## config.mk

```make
export PLATFORM = sky130hd
export DESIGN_NAME = rtc_bus_sequencer
export DESIGN_NICKNAME = d
export VERILOG_FILES = /design/src/rtl/rtc_bus_pkg.sv /design/src/rtl/rtc_bus_phase_timer.sv /design/src/rtl/rtc_bus_sequencer.sv
export SDC_FILE = /design/constraint.sdc
export NUM_CORES = 1
export LEC_CHECK = 0
export ABC_AREA = 1
export CAP_MARGIN = 25
export CORE_UTILIZATION = 40
export CTS_CLUSTER_DIAMETER = 40
export CTS_CLUSTER_SIZE = 20
export DETAILED_ROUTE_END_ITERATION = 6
export DONT_BUFFER_PORTS = 1
export RECOVER_POWER = 100
export SYNTH_ARGS = -nofsm -noshare
export SYNTH_HDL_FRONTEND = slang
export SYNTH_HIERARCHICAL = 1
export SYNTH_SLANG_ARGS = --single-unit
export TNS_END_PERCENT = 5
```

## constraint.sdc

```tcl
create_clock -name clk -period 4.9 [get_ports clk]
set_clock_uncertainty 0.2 [all_clocks]
set_input_delay 0.98 -clock clk [delete_from_list [all_inputs] [get_ports clk]]
set_output_delay 0.98 -clock clk [all_outputs]
set_load 0.01 [all_outputs]
```

## src/rtl/rtc_bus_pkg.sv

```systemverilog
// Shared state encoding, operation codes and default bus timing for the RTC bus sequencer.
package rtc_bus_pkg;

    localparam int NUM_REGS_DEF = 9;
    localparam int DATA_W_DEF   = 8;
    localparam int T_SU_DEF     = 2;
    localparam int T_PW_DEF     = 4;
    localparam int T_HD_DEF     = 2;
    localparam int REFRESH_DEF  = 1000;

    typedef enum logic [3:0] {
        IDLE, ADDR_SU, ADDR_PW, ADDR_HD, DATA_SU, DATA_PW, DATA_HD, NEXT, FINISH
    } state_t;

    typedef enum logic [1:0] {OP_RD, OP_WR, OP_CMD} op_t;

endpackage

```

## src/rtl/rtc_bus_phase_timer.sv

```systemverilog
// Cycle counter for one bus phase: setup, strobe and hold windows, with end-of-window pulses.
module rtc_bus_phase_timer #(
    parameter int T_SU = 2,
    parameter int T_PW = 4,
    parameter int T_HD = 2
) (
    input  logic clk,
    input  logic reset,
    input  logic active,
    output logic su_end,
    output logic pw_end,
    output logic phase_end
);
    localparam int LEN = T_SU + T_PW + T_HD;
    localparam int CW  = $clog2(LEN + 1);

    logic [CW-1:0] cnt;

    // Counter wraps at phase end so back-to-back phases need no idle cycle.
    always_ff @(posedge clk or negedge reset) begin
        if (!reset)                   cnt <= '0;
        else if (!active || phase_end) cnt <= '0;
        else                          cnt <= cnt + CW'(1);
    end

    assign su_end    = active && (cnt == CW'(T_SU - 1));
    assign pw_end    = active && (cnt == CW'(T_SU + T_PW - 1));
    assign phase_end = active && (cnt == CW'(LEN - 1));

endmodule

```

## src/rtl/rtc_bus_sequencer.sv

```systemverilog
// Multiplexed address/data RTC bus master: read bursts, masked write bursts, single commands, auto-refresh.
module rtc_bus_sequencer
    import rtc_bus_pkg::*;
#(
    parameter int NUM_REGS    = NUM_REGS_DEF,
    parameter int DATA_W      = DATA_W_DEF,
    parameter int T_SU        = T_SU_DEF,
    parameter int T_PW        = T_PW_DEF,
    parameter int T_HD        = T_HD_DEF,
    parameter int REFRESH_CYC = REFRESH_DEF
) (
    input  logic                       clk,
    input  logic                       reset,
    input  logic                       start_rd,
    input  logic                       start_wr,
    input  logic                       start_cmd,
    input  logic                       refresh_en,
    input  logic [NUM_REGS*DATA_W-1:0] reg_addr,
    input  logic [NUM_REGS*DATA_W-1:0] wr_data,
    input  logic [NUM_REGS-1:0]        wr_mask,
    input  logic [DATA_W-1:0]          cmd_addr,
    input  logic [DATA_W-1:0]          cmd_data,
    input  logic [DATA_W-1:0]          ad_in,
    output logic [DATA_W-1:0]          ad_out,
    output logic                       ad_oe,
    output logic                       a_d,
    output logic                       cs,
    output logic                       rd,
    output logic                       wr,
    output logic [NUM_REGS*DATA_W-1:0] rd_data,
    output logic                       rd_update,
    output logic                       busy,
    output logic                       done
);
    localparam int IW     = (NUM_REGS > 1) ? $clog2(NUM_REGS) : 1;
    localparam int RW     = $clog2(REFRESH_CYC + 2);
    localparam bit REF_ON = (REFRESH_CYC > 0);

    state_t                           state, state_nxt;
    op_t                              op, acc_op;
    logic [NUM_REGS-1:0][DATA_W-1:0]  addr_q, data_q, cap;
    logic [NUM_REGS-1:0]              mask_q, acc_mask;
    logic [IW-1:0]                    idx;
    logic [IW:0]                      first, nxt;
    logic [RW-1:0]                    ref_cnt;
    logic                             pending, accept, in_phase;
    logic                             su_end, pw_end, phase_end;

    // Returns {found, index} of the lowest set bit at or above lo.
    function automatic logic [IW:0] find_set(input logic [NUM_REGS-1:0] m, input int lo);
        logic [IW:0] r;
        r = '0;
        for (int i = NUM_REGS - 1; i >= 0; i--)
            if (m[i] && i >= lo) r = {1'b1, IW'(i)};
        return r;
    endfunction

    always_comb begin
        accept   = 1'b0;
        acc_op   = OP_RD;
        acc_mask = '1;
        if (state == IDLE) begin
            if (start_cmd) begin
                accept = 1'b1; acc_op = OP_CMD; acc_mask = NUM_REGS'(1);
            end else if (start_wr) begin
                accept = 1'b1; acc_op = OP_WR; acc_mask = wr_mask;
            end else if (start_rd || (pending && refresh_en)) begin
                accept = 1'b1;
            end
        end
    end

    assign first    = find_set(acc_mask, 0);
    assign nxt      = find_set(mask_q, int'(idx) + 1);
    assign in_phase = state inside {ADDR_SU, ADDR_PW, ADDR_HD, DATA_SU, DATA_PW, DATA_HD};

    rtc_bus_phase_timer #(.T_SU(T_SU), .T_PW(T_PW), .T_HD(T_HD)) u_timer (
        .clk       (clk),
        .reset     (reset),
        .active    (in_phase),
        .su_end    (su_end),
        .pw_end    (pw_end),
        .phase_end (phase_end)
    );

    always_ff @(posedge clk or negedge reset) begin
        if (!reset) state <= IDLE;
        else        state <= state_nxt;
    end

    always_comb begin
        state_nxt = state;
        case (state)
            IDLE:    if (accept)    state_nxt = first[IW] ? ADDR_SU : NEXT;
            ADDR_SU: if (su_end)    state_nxt = ADDR_PW;
            ADDR_PW: if (pw_end)    state_nxt = ADDR_HD;
            ADDR_HD: if (phase_end) state_nxt = DATA_SU;
            DATA_SU: if (su_end)    state_nxt = DATA_PW;
            DATA_PW: if (pw_end)    state_nxt = DATA_HD;
            DATA_HD: if (phase_end) state_nxt = nxt[IW] ? ADDR_SU : FINISH;
            NEXT:                   state_nxt = nxt[IW] ? ADDR_SU : FINISH;
            FINISH:                 state_nxt = IDLE;
            default:                state_nxt = IDLE;
        endcase
    end

    // Command reuses slot 0 of the latched tables so the burst walker handles it unchanged.
    always_ff @(posedge clk or negedge reset) begin
        if (!reset) begin
            op     <= OP_RD;
            addr_q <= '0;
            data_q <= '0;
            mask_q <= '0;
            idx    <= '0;
            cap    <= '0;
        end else begin
            if (accept) begin
                op     <= acc_op;
                mask_q <= acc_mask;
                addr_q <= reg_addr;
                data_q <= wr_data;
                idx    <= first[IW-1:0];
                if (acc_op == OP_CMD) begin
                    addr_q[0] <= cmd_addr;
                    data_q[0] <= cmd_data;
                end
            end else if (((state == DATA_HD && phase_end) || state == NEXT) && nxt[IW]) begin
                idx <= nxt[IW-1:0];
            end
            if (state == DATA_PW && pw_end && op == OP_RD) cap[idx] <= ad_in;
        end
    end

    always_ff @(posedge clk or negedge reset) begin
        if (!reset) begin
            ref_cnt <= '0;
            pending <= 1'b0;
        end else if (accept) begin
            ref_cnt <= '0;
            pending <= 1'b0;
        end else if (REF_ON && state == IDLE && refresh_en && !pending) begin
            if (ref_cnt == RW'(REFRESH_CYC - 1)) begin
                pending <= 1'b1;
                ref_cnt <= '0;
            end else begin
                ref_cnt <= ref_cnt + RW'(1);
            end
        end
    end

    always_comb begin
        cs     = 1'b1;
        rd     = 1'b1;
        wr     = 1'b1;
        a_d    = 1'b1;
        ad_oe  = 1'b0;
        ad_out = '0;
        case (state)
            ADDR_SU, ADDR_PW, ADDR_HD: begin
                cs     = 1'b0;
                a_d    = 1'b0;
                ad_oe  = 1'b1;
                ad_out = addr_q[idx];
                wr     = (state != ADDR_PW);
            end
            DATA_SU, DATA_PW, DATA_HD: begin
                cs = 1'b0;
                if (op == OP_RD) begin
                    rd = (state != DATA_PW);
                end else begin
                    ad_oe  = 1'b1;
                    ad_out = data_q[idx];
                    wr     = (state != DATA_PW);
                end
            end
            default: ;
        endcase
    end

    assign rd_data   = cap;
    assign busy      = (state != IDLE);
    assign done      = (state == FINISH);
    assign rd_update = (state == FINISH) && (op == OP_RD);

endmodule

```

======== Yosys cells after proc, flatten, opt, wreduce, memory -nomap -nowiden ========
Cells that the tools add are included.
storage, ports and cells
  register bits ........................... 250
  logic and storage cells ................. 174
cells by class
  order comparisons ....................... 11
  mux-type cells .......................... 66
  equality and inequality tests ........... 22
  reductions and logical operators ........ 38
  add/subtract/negate cells ............... 3
operator list
  cell                                                                  count
  5-bit two-way mux                                                     18
  72-bit bitwise mux                                                    1
  8-bit binary-select mux with 4-bit select                             2
  8-bit two-way mux                                                     6
  4-bit two-way mux                                                     11
  8-bit demux with 4-bit select                                         1
  4-bit case mux with 8 select lines                                    1
  10-bit two-way mux                                                    3
  9-bit two-way mux                                                     3
  4-bit by 3-bit == test with 1-bit output, second input constant       6
  1-bit logical AND                                                     21
  3-bit by 5-bit >= comparator with 1-bit output, first input constant  4
  8-bit case mux with 2 select lines                                    1
  1-bit two-way mux                                                     14
  2-bit inequality test, second input constant                          7
  10-bit by 1-bit adder with 10-bit output, second input constant       1
  10-bit == test, second input constant                                 1
  1-bit by 5-bit >= comparator with 1-bit output, first input constant  2
  2-bit by 5-bit >= comparator with 1-bit output, first input constant  2
  4-bit by 1-bit == test with 1-bit output, second input constant       2
  4-bit by 2-bit == test with 1-bit output, second input constant       2
  7-bit AND reduction                                                   1
  2-bit nonzero test                                                    3
  6-bit nonzero test                                                    1
  20 further kinds                                                      26

======== Logic depth before layout (Yosys ltp) ========
Gate-level depths: netlist (run 1).
  word-level depth ........................ 15
  depth in mapped cells ................... 17
  gate-level depth less buffers ........... 15

======== By module ========
Netlist (run 1), hierarchy kept.
modules (own cells, without submodules)
  module               cells each  area an instance (µm²)  sequential area each (µm²)  instances
  rtc_bus_sequencer    1,407       11,362.1                6,155.9                     1
  rtc_bus_phase_timer  26          220.2                   100.1                       1

======== Worst setup path before layout (run 1) ========
No wires, ideal clock.
  path type ............................... flip-flop to flip-flop
  start point ............................. register state[3]
  end point ............................... register cap, in the netlist rd_data[13]
  setup time .............................. 0.130 ns
  arrival ................................. 2.472 ns
  clock period less this slack ............ 2.802 ns
  stages on the path, launching flop included .. 14
  path slack .............................. 2.098 ns
  cells stage by stage .................... dfrtp_1 nor2_2 inv_1 nor2_1 inv_1 nand2_1 nand2_1 nor3b_1 inv_1 nor2_4 nand3_2 clkbuf_1 nand2_1 o21ai_1
on the way
  cells in the longest elaborated chain, start to end .. 5
ends and longest elaborated chain
  element                                                                 RTL line                   source
  from (decl)                                                             rtc_bus_sequencer.sv:39    state_t state, state_nxt;
  from (signal assigned)                                                  rtc_bus_sequencer.sv:88    else state <= state_nxt;
  4-bit by 1-bit == test with 1-bit output, or another cell as far along  rtc_bus_sequencer.sv:75    assign in_phase = state inside {ADDR_SU, ADDR_PW, ADDR_HD, DATA_SU, DATA_PW, DATA_HD};
  6-bit nonzero test *                                                    rtc_bus_sequencer.sv:75
  net in_phase                                                            rtc_bus_sequencer.sv:46    logic pending, accept, in_phase;
  1-bit logical AND *                                                     rtc_bus_phase_timer.sv:27  assign pw_end = active && (cnt == CW'(T_SU + T_PW - 1));
  net pw_end                                                              rtc_bus_sequencer.sv:47    logic su_end, pw_end, phase_end;
  1-bit logical AND * (2 in a row)                                        rtc_bus_sequencer.sv:130   if (state == DATA_PW && pw_end && op == OP_RD) cap[idx] <= ad_in;
  to (signal, indexed assignment)                                         rtc_bus_sequencer.sv:130
  to (decl)                                                               rtc_bus_sequencer.sv:41    logic [NUM_REGS-1:0][DATA_W-1:0] addr_q, data_q, cap;
Mark *: on every way through the listed nets, which the timed path passes. The rest lies on a longest branch.
A chain may end at the register's enable or synchronous reset.

======== Final worst setup path (run 1) ========
  start point ............................. register state[1]
  end point ............................... register data_q[8] in the netlist's numbering
on the way
  cells in the longest elaborated chain, start to end .. 2
ends and longest elaborated chain
  element               RTL line                  source
  4-bit logical NOT     rtc_bus_sequencer.sv:62   if (state == IDLE) begin
  1-bit two-way mux     rtc_bus_sequencer.sv:62
  to (signal assigned)  rtc_bus_sequencer.sv:121  data_q <= wr_data;
  to (decl)             rtc_bus_sequencer.sv:41
Every way passes these cells.

==> key figures, run 1 <==
Route
  • Final WL: 34.6 mm
  • Residual DRC: 0
  • Initial DRC count: 741
  • DR vias/cell: 5.29
  • Drt first pass iters: 5
  • Antenna-violating nets left: 0
  • Avg WL per Cell: 18.9 µm
  • Via Count: 9,663

Setup path
  • Reg2Reg Depth: 8
  • CP Launch Type: flop
  • Flop-to-flop setup slack: 0.82 ns
  • Reg2reg end: data_q[8]
  • Critical Path Sink Type: flop
  • Crit Path Class: reg -> reg
  • CP Max Fanout: 81
  • Reg2reg start: state[1]
  • Critical path arrival: 4.33 ns
  • Required @ worst endpoint: 5.15 ns

Cells and area
  • Post-route insts no fill: 1,828
  • Fraction of layout cells with a size suffix above 1: 8.09%
  • Final-stage net count: 1,607
  • Layout Utilization: 46.9%
  • Area delta synth->final: 13.9%
  • Post-route design area: 13,200 µm²

Logic synthesis
  • Top cell type's share of synthesized area: 54.0%
  • Post-synth top cells: nand2_1, dfrtp_1, nor2_1
  • Seq/Total Area, Yosys: 54.0%
  • Count leader, synth: nand2_1
  • Post-synthesis average cell area: 8.08 µm²
  • Synth Flop Type: dfrtp_1
  • Mapped cell area: 11,600 µm²
  • Main area contributors after synthesis: dfrtp_1, nand2_1, o21ai_0, nor2_1, o21ai_1
  • Synth Net Count: 1,624
  • Synth async-reset ratio: 100%
  • Synth cell types: 44
  • Yosys Warn Count: 6
  • Seq cells post-synth: 250
  • Post-synth EDFFs: 0
  • Syn Inst Count: 1,433
  • Synth area leader: dfrtp_1

STA
  • Final worst-path setup slack: 0.821 ns
  • Slew @ Worst Pin: 1.72 ns
  • Crit path time final: 4.08 ns
  • Setup TNS: 0 ns
  • Worst hold slack: -0.0450 ns
  • Tcrit/Tclk final: 83.2%
  • Hold Vio Cnt, Final: 36
  • Slew Viols, Final: 49
  • RSZ-0062 raised after global routing: false
  • Max Clk Rate: 0.245 GHz
  • Worst slew margin: -15.3%
  • Finish-stage setup viols: 0

Die
  • Die area: 29,600 µm²
  • Starting density of the core: 41.1%
  • Floorplan row count: 61
  • IO Count: 271
  • Core ar.: 28,200 µm²
  • Die span in x: 172 µm
  • Die Y: 172 µm

Clock tree
  • CTS tree: built
  • Total CTS buffers: 41
  • Clk_lat worst skew: 0.52 ns
  • CTS sink cnt: 250
  • Longest Clk Path Bufs: 3
  • H-tree depth: 2
  • Root Driver: clkbuf_16
  • CTS clk-pin slew, worst paths: 0.05 ns
  • PostCTS Resize Cnt: 0
  • Post-CTS setup repair buffer count: 0

Global route
  • Pin count of the biggest net entering global routing: 251
  • Total grt overflow: 0
  • Initial antenna violation count: 6
  • First-pass GRT wire length: 52.1 mm
  • GRT Total Usage: 23.2%
  • Number of global-route vias before repair: 9,172

Place
  • Port bufs: 0
  • Gpl congestion: 0.853
  • DP Worst Slack: 1.54 ns
  • Cells after DPL: 1,751
  • Post-DP HPWL: 23.6 mm
  • Placed standard-cell area: 11,900 µm²

Run status
  • Failing checks: hold timing, capacitance limit, slew limit
  • Status: complete, but fails checks

Power
  • VDD IR max: 300 µV
  • Total Power: 9.65 mW
  • Power density cells: 731 nW/µm²
  • Static Leakage: 6.51 nW

Job
  • Max Cap Viol: 1

Worst hold path
  • Min-delay worst type: in -> async
[where the power goes]
| group | switching, mW | total [mW] | internal, mW |
|---|---|---|---|
| clock network | 1.10 | 2.97 | 1.87 |
| logic | 2.42 | 3.45 | 1.03 |
| registers | 0.446 | 3.22 | 2.78 |
| total | 3.97 | 9.65 | 5.68 |
[state kept, by name (all words and copies together), names as in the netlist]
register,cells
idx,4
pending,1
u_timer/cnt,4
state,4
ref_cnt,10
op,2
rd_data,72
mask_q,9
data_q,72
addr_q,72
[cell type report]
type | instances | area (µm²)
inverters | 73 | 277
well taps | 378 | 473
clock inverters | 28 | 354
diodes | 4 | 10.0
multi-input cells | 1039 | 4680
flip-flops and latches | 250 | 6260
fillers | 2724 | 15000
clock buffers | 45 | 1060
repair buffers | 11 | 87.6
[cell usage in the layout (no fill, tap or decap), types with 10 or more instances in the layout]
| cell type | instances |
|---|---|
| a21oi_1 | 30 |
| clkbuf_16 | 41 |
| dfrtp_1 | 249 |
| inv_1 | 62 |
| inv_2 | 10 |
| nand2_1 | 556 |
| nand3_1 | 35 |
| nand4_1 | 12 |
| nor2_1 | 123 |
| o21ai_0 | 170 |
| o21ai_1 | 13 |
| o221ai_1 | 15 |
| o22ai_1 | 16 |
[how the worst max path moves through the flow]
| stage | startpoint | to | slack [ns] | cells past startpoint |
|---|---|---|---|---|
| floorplan | state[3] | rd_data[13] | 2.10 | 13 |
| global route | state[1] | idx[3] | 0.43 | 12 |
| finish | state[1] | data_q[8] | 0.82 | 8 |
| global placement | idx[0] | ad_out[7] | 1.58 | 5 |
| CTS | idx[0] | ad_out[7] | 1.02 | 5 |
| detailed placement | start_cmd | idx[3] | 1.54 | 11 |
[kinds of logic after synthesis]
| family | count (synthesis) | share of synthesized area [%] |
|---|---|---|
| simple gates | 760 | 26.9 |
| compound gates | 269 | 13.0 |
| flops | 250 | 54.0 |
| buf+inv | 144 | 5.01 |
| fa+ha+maj | 8 | 0.864 |
| xor+xnor | 2 | 0.151 |
[metal layers]
| metal | up-vias | track usage (%) | wire length [µm] |
|---|---|---|---|
| met4 | 4 | 7.43 | 868 |
| met5 | - | 0 | 28 |
| met2 | 358 | 35.3 | 15500 |
| met1 | 4614 | 31.8 | 15100 |
| li1 | 4623 | - | - |
| met3 | 64 | 6.75 | 3090 |
[critical path, cell delays in order, from the launching register on]
cell and delay, ns:
dfrtp_1 0.45, nor2_1 0.30, nand2_4 0.18, inv_2 0.12, nand2_1 0.98, inv_4 1.12, buf_12 0.33, nand2_1 0.18
nand2_1 0.09
(Power assumes the default switching activity.)
==> inputs of run 2 (changes only) <==
clock period = 4.1 ns   (was 4.9 ns; I/O delays follow)
==> run 2 against run 1 <==
  * The run ends with hold timing left
  * Die area unchanged
  * First-iteration DRC count increased by 14%
  * Clock-buffer cell count decreased by 1
  * Setup slack got worse by 0.46 ns
  * Worst hold slack got worse by 0.16 ns
  * Sequential cell count unchanged
  * Combinational power increased by 19%
  * Non-clock buffer count increased by 1
  * Design area increased by 0.15%
==> key figures, run 2 (same netlist as run 1, synthesis figures left out) <==
Run status
  • Status: complete, but fails checks
  • Failing checks: hold timing

Power
  • Pint: 6.72 mW
  • Gate power share: 35.9%
  • Total Power: 11.5 mW
  • Flop pwr share: 34.1%
  • Power density cells: 867 nW/µm²
  • Switching Share: 41.3%
  • Clock network power share: 30.0%
  • Static Leakage: 6.53 nW
  • P_sw: 4.73 mW
  • VDD IR max: 347 µV

Setup path
  • Critical Path Sink Type: output port
  • Flop-to-flop setup slack: 0.51 ns
  • Critical path arrival: 2.72 ns
  • CP Launch Point: idx[2]
  • Crit path capture: ad_out[6]
  • Crit Path Class: reg -> out
  • CP Launch Type: flop
  • Reg2Reg Depth: 8
  • Reg2reg end: data_q[15]
  • Reg2reg start: state[3]
  • CP Max Fanout: 19
  • Required @ worst endpoint: 3.08 ns

Global route
  • Pin count of the biggest net entering global routing: 251
  • Initial antenna violation count: 4
  • GRT Total Usage: 23.3%
  • First-pass GRT wire length: 52.4 mm
  • Number of global-route vias before repair: 9,222
  • Total grt overflow: 0

Clock tree
  • CTS clk-pin slew, worst paths: 0.05 ns
  • CTS tree: built
  • CTS sink cnt: 250
  • PostCTS Resize Cnt: 0
  • Clk_lat worst skew: 0.52 ns
  • H-tree depth: 2
  • Total CTS buffers: 39
  • Root Driver: clkbuf_16
  • Post-CTS setup repair buffer count: 0
  • Longest Clk Path Bufs: 3

Die
  • Die Y: 172 µm
  • Starting density of the core: 41.1%
  • IO Count: 271
  • Core ar.: 28,200 µm²
  • Die area: 29,600 µm²
  • Floorplan row count: 61
  • Die span in x: 172 µm

Route
  • Residual DRC: 0
  • DR vias/cell: 5.25
  • Avg WL per Cell: 18.8 µm
  • Initial DRC count: 846
  • Drt first pass iters: 5
  • Top layer in use: met5
  • Final WL: 34.3 mm
  • Via Count: 9,589
  • Metal2 WL: 14.9 mm
  • Met1 Routed Length: 15.3 mm
  • Met3 Wirelength: 3.16 mm
  • Antenna-violating nets left: 0

STA
  • Setup TNS: 0 ns
  • Max Clk Rate: 0.268 GHz
  • Final worst-path setup slack: 0.364 ns
  • Slew Viols, Final: 0
  • Worst hold slack: -0.201 ns
  • Finish-stage setup viols: 0
  • Hold Vio Cnt, Final: 250
  • RSZ-0062 raised after global routing: false
  • Worst slew margin: 3.49%
  • Crit path time final: 3.74 ns
  • Slew @ Worst Pin: 1.44 ns
  • Tcrit/Tclk final: 91.1%

Cells and area
  • Fraction of layout cells with a size suffix above 1: 8.44%
  • Commonest non-fill, non-tap cell in the layout: nand2_1
  • Layout filler cell count: 2,781
  • Area delta synth->final: 14.1%
  • Layout Utilization: 46.9%
  • Post-route design area: 13,200 µm²
  • Final-stage net count: 1,606
  • Commonest non-fill, non-tap cells in the layout: nand2_1, dfrtp_1, o21ai_0
  • Post-route insts no fill: 1,827

Place
  • Cells after DPL: 1,752
  • Gpl congestion: 0.883
  • Post-DP HPWL: 23.8 mm
  • Port bufs: 0
  • Placed standard-cell area: 11,900 µm²
  • DP Worst Slack: 0.995 ns

Worst hold path
  • Min-delay worst type: in -> async

Job
  • Max Cap Viol: 0
==> run 2: cell count changes in the layout (fill, tap and decap cells not counted), sizes merged <==
cell	change
clkinv	+4
buf	+2
clkbuf	-2
inv	-2
bufinv	-1
clkinvlp	-1
diode	-1
==> run 2: critical path, cell delays in order, from the launching register on <==
cell and delay, ns:
dfrtp_1 0.52, inv_2 0.12, nor2_4 0.41, clkbuf_2 0.37
o21ai_0 0.14, o221ai_1 0.28, nand3_1 0.18, nand2_1 0.18
==> run 2: how the worst min path moves through the flow <==
stage	from	endpoint	slack [ns]	cells past startpoint
6_report	reset	addr_q[25]	-0.20	0
5_1_grt	reset	addr_q[59]	-0.22	0
4_1_cts	reset	addr_q[58]	-0.22	0
3_5_place_dp	data_q[14]	data_q[14]	0.26	2
3_3_place_gp	addr_q[14]	addr_q[14]	0.26	2
2_1_floorplan	addr_q[10]	addr_q[10]	0.24	2
==> run 2: final cells by class <==
class                      count  area (µm²)  area share [%]
timing repair buffer          12         125           0.947
sequential                   250        6260            47.3
antenna                        3        7.51          0.0568
inverter                      73         277            2.09
multi-input combinational   1039        4690            35.5
clock inverter                28         338            2.56
tap                          378         473            3.58
clock buffer                  44        1050            7.92
==> run 2: routing by layer <==
| metal | up-vias | global-route usage, % |
|---|---|---|
| li1 | 4640 | - |
| met1 | 4548 | 32.6 |
| met2 | 338 | 34.2 |
| met5 | - | 0 |
| met3 | 61 | 7.35 |
| met4 | 2 | 7.43 |
==> run 2: power by group through the flow <==
stage	sequential (mW)	combinational (mW)	clock, mW
finish	3.90	4.11	3.44
global route	3.98	4.69	3.61
detailed placement	3.91	4.14	0
floorplan	3.68	3.16	0
CTS	3.89	4.17	3.49
global placement	3.91	4.08	0
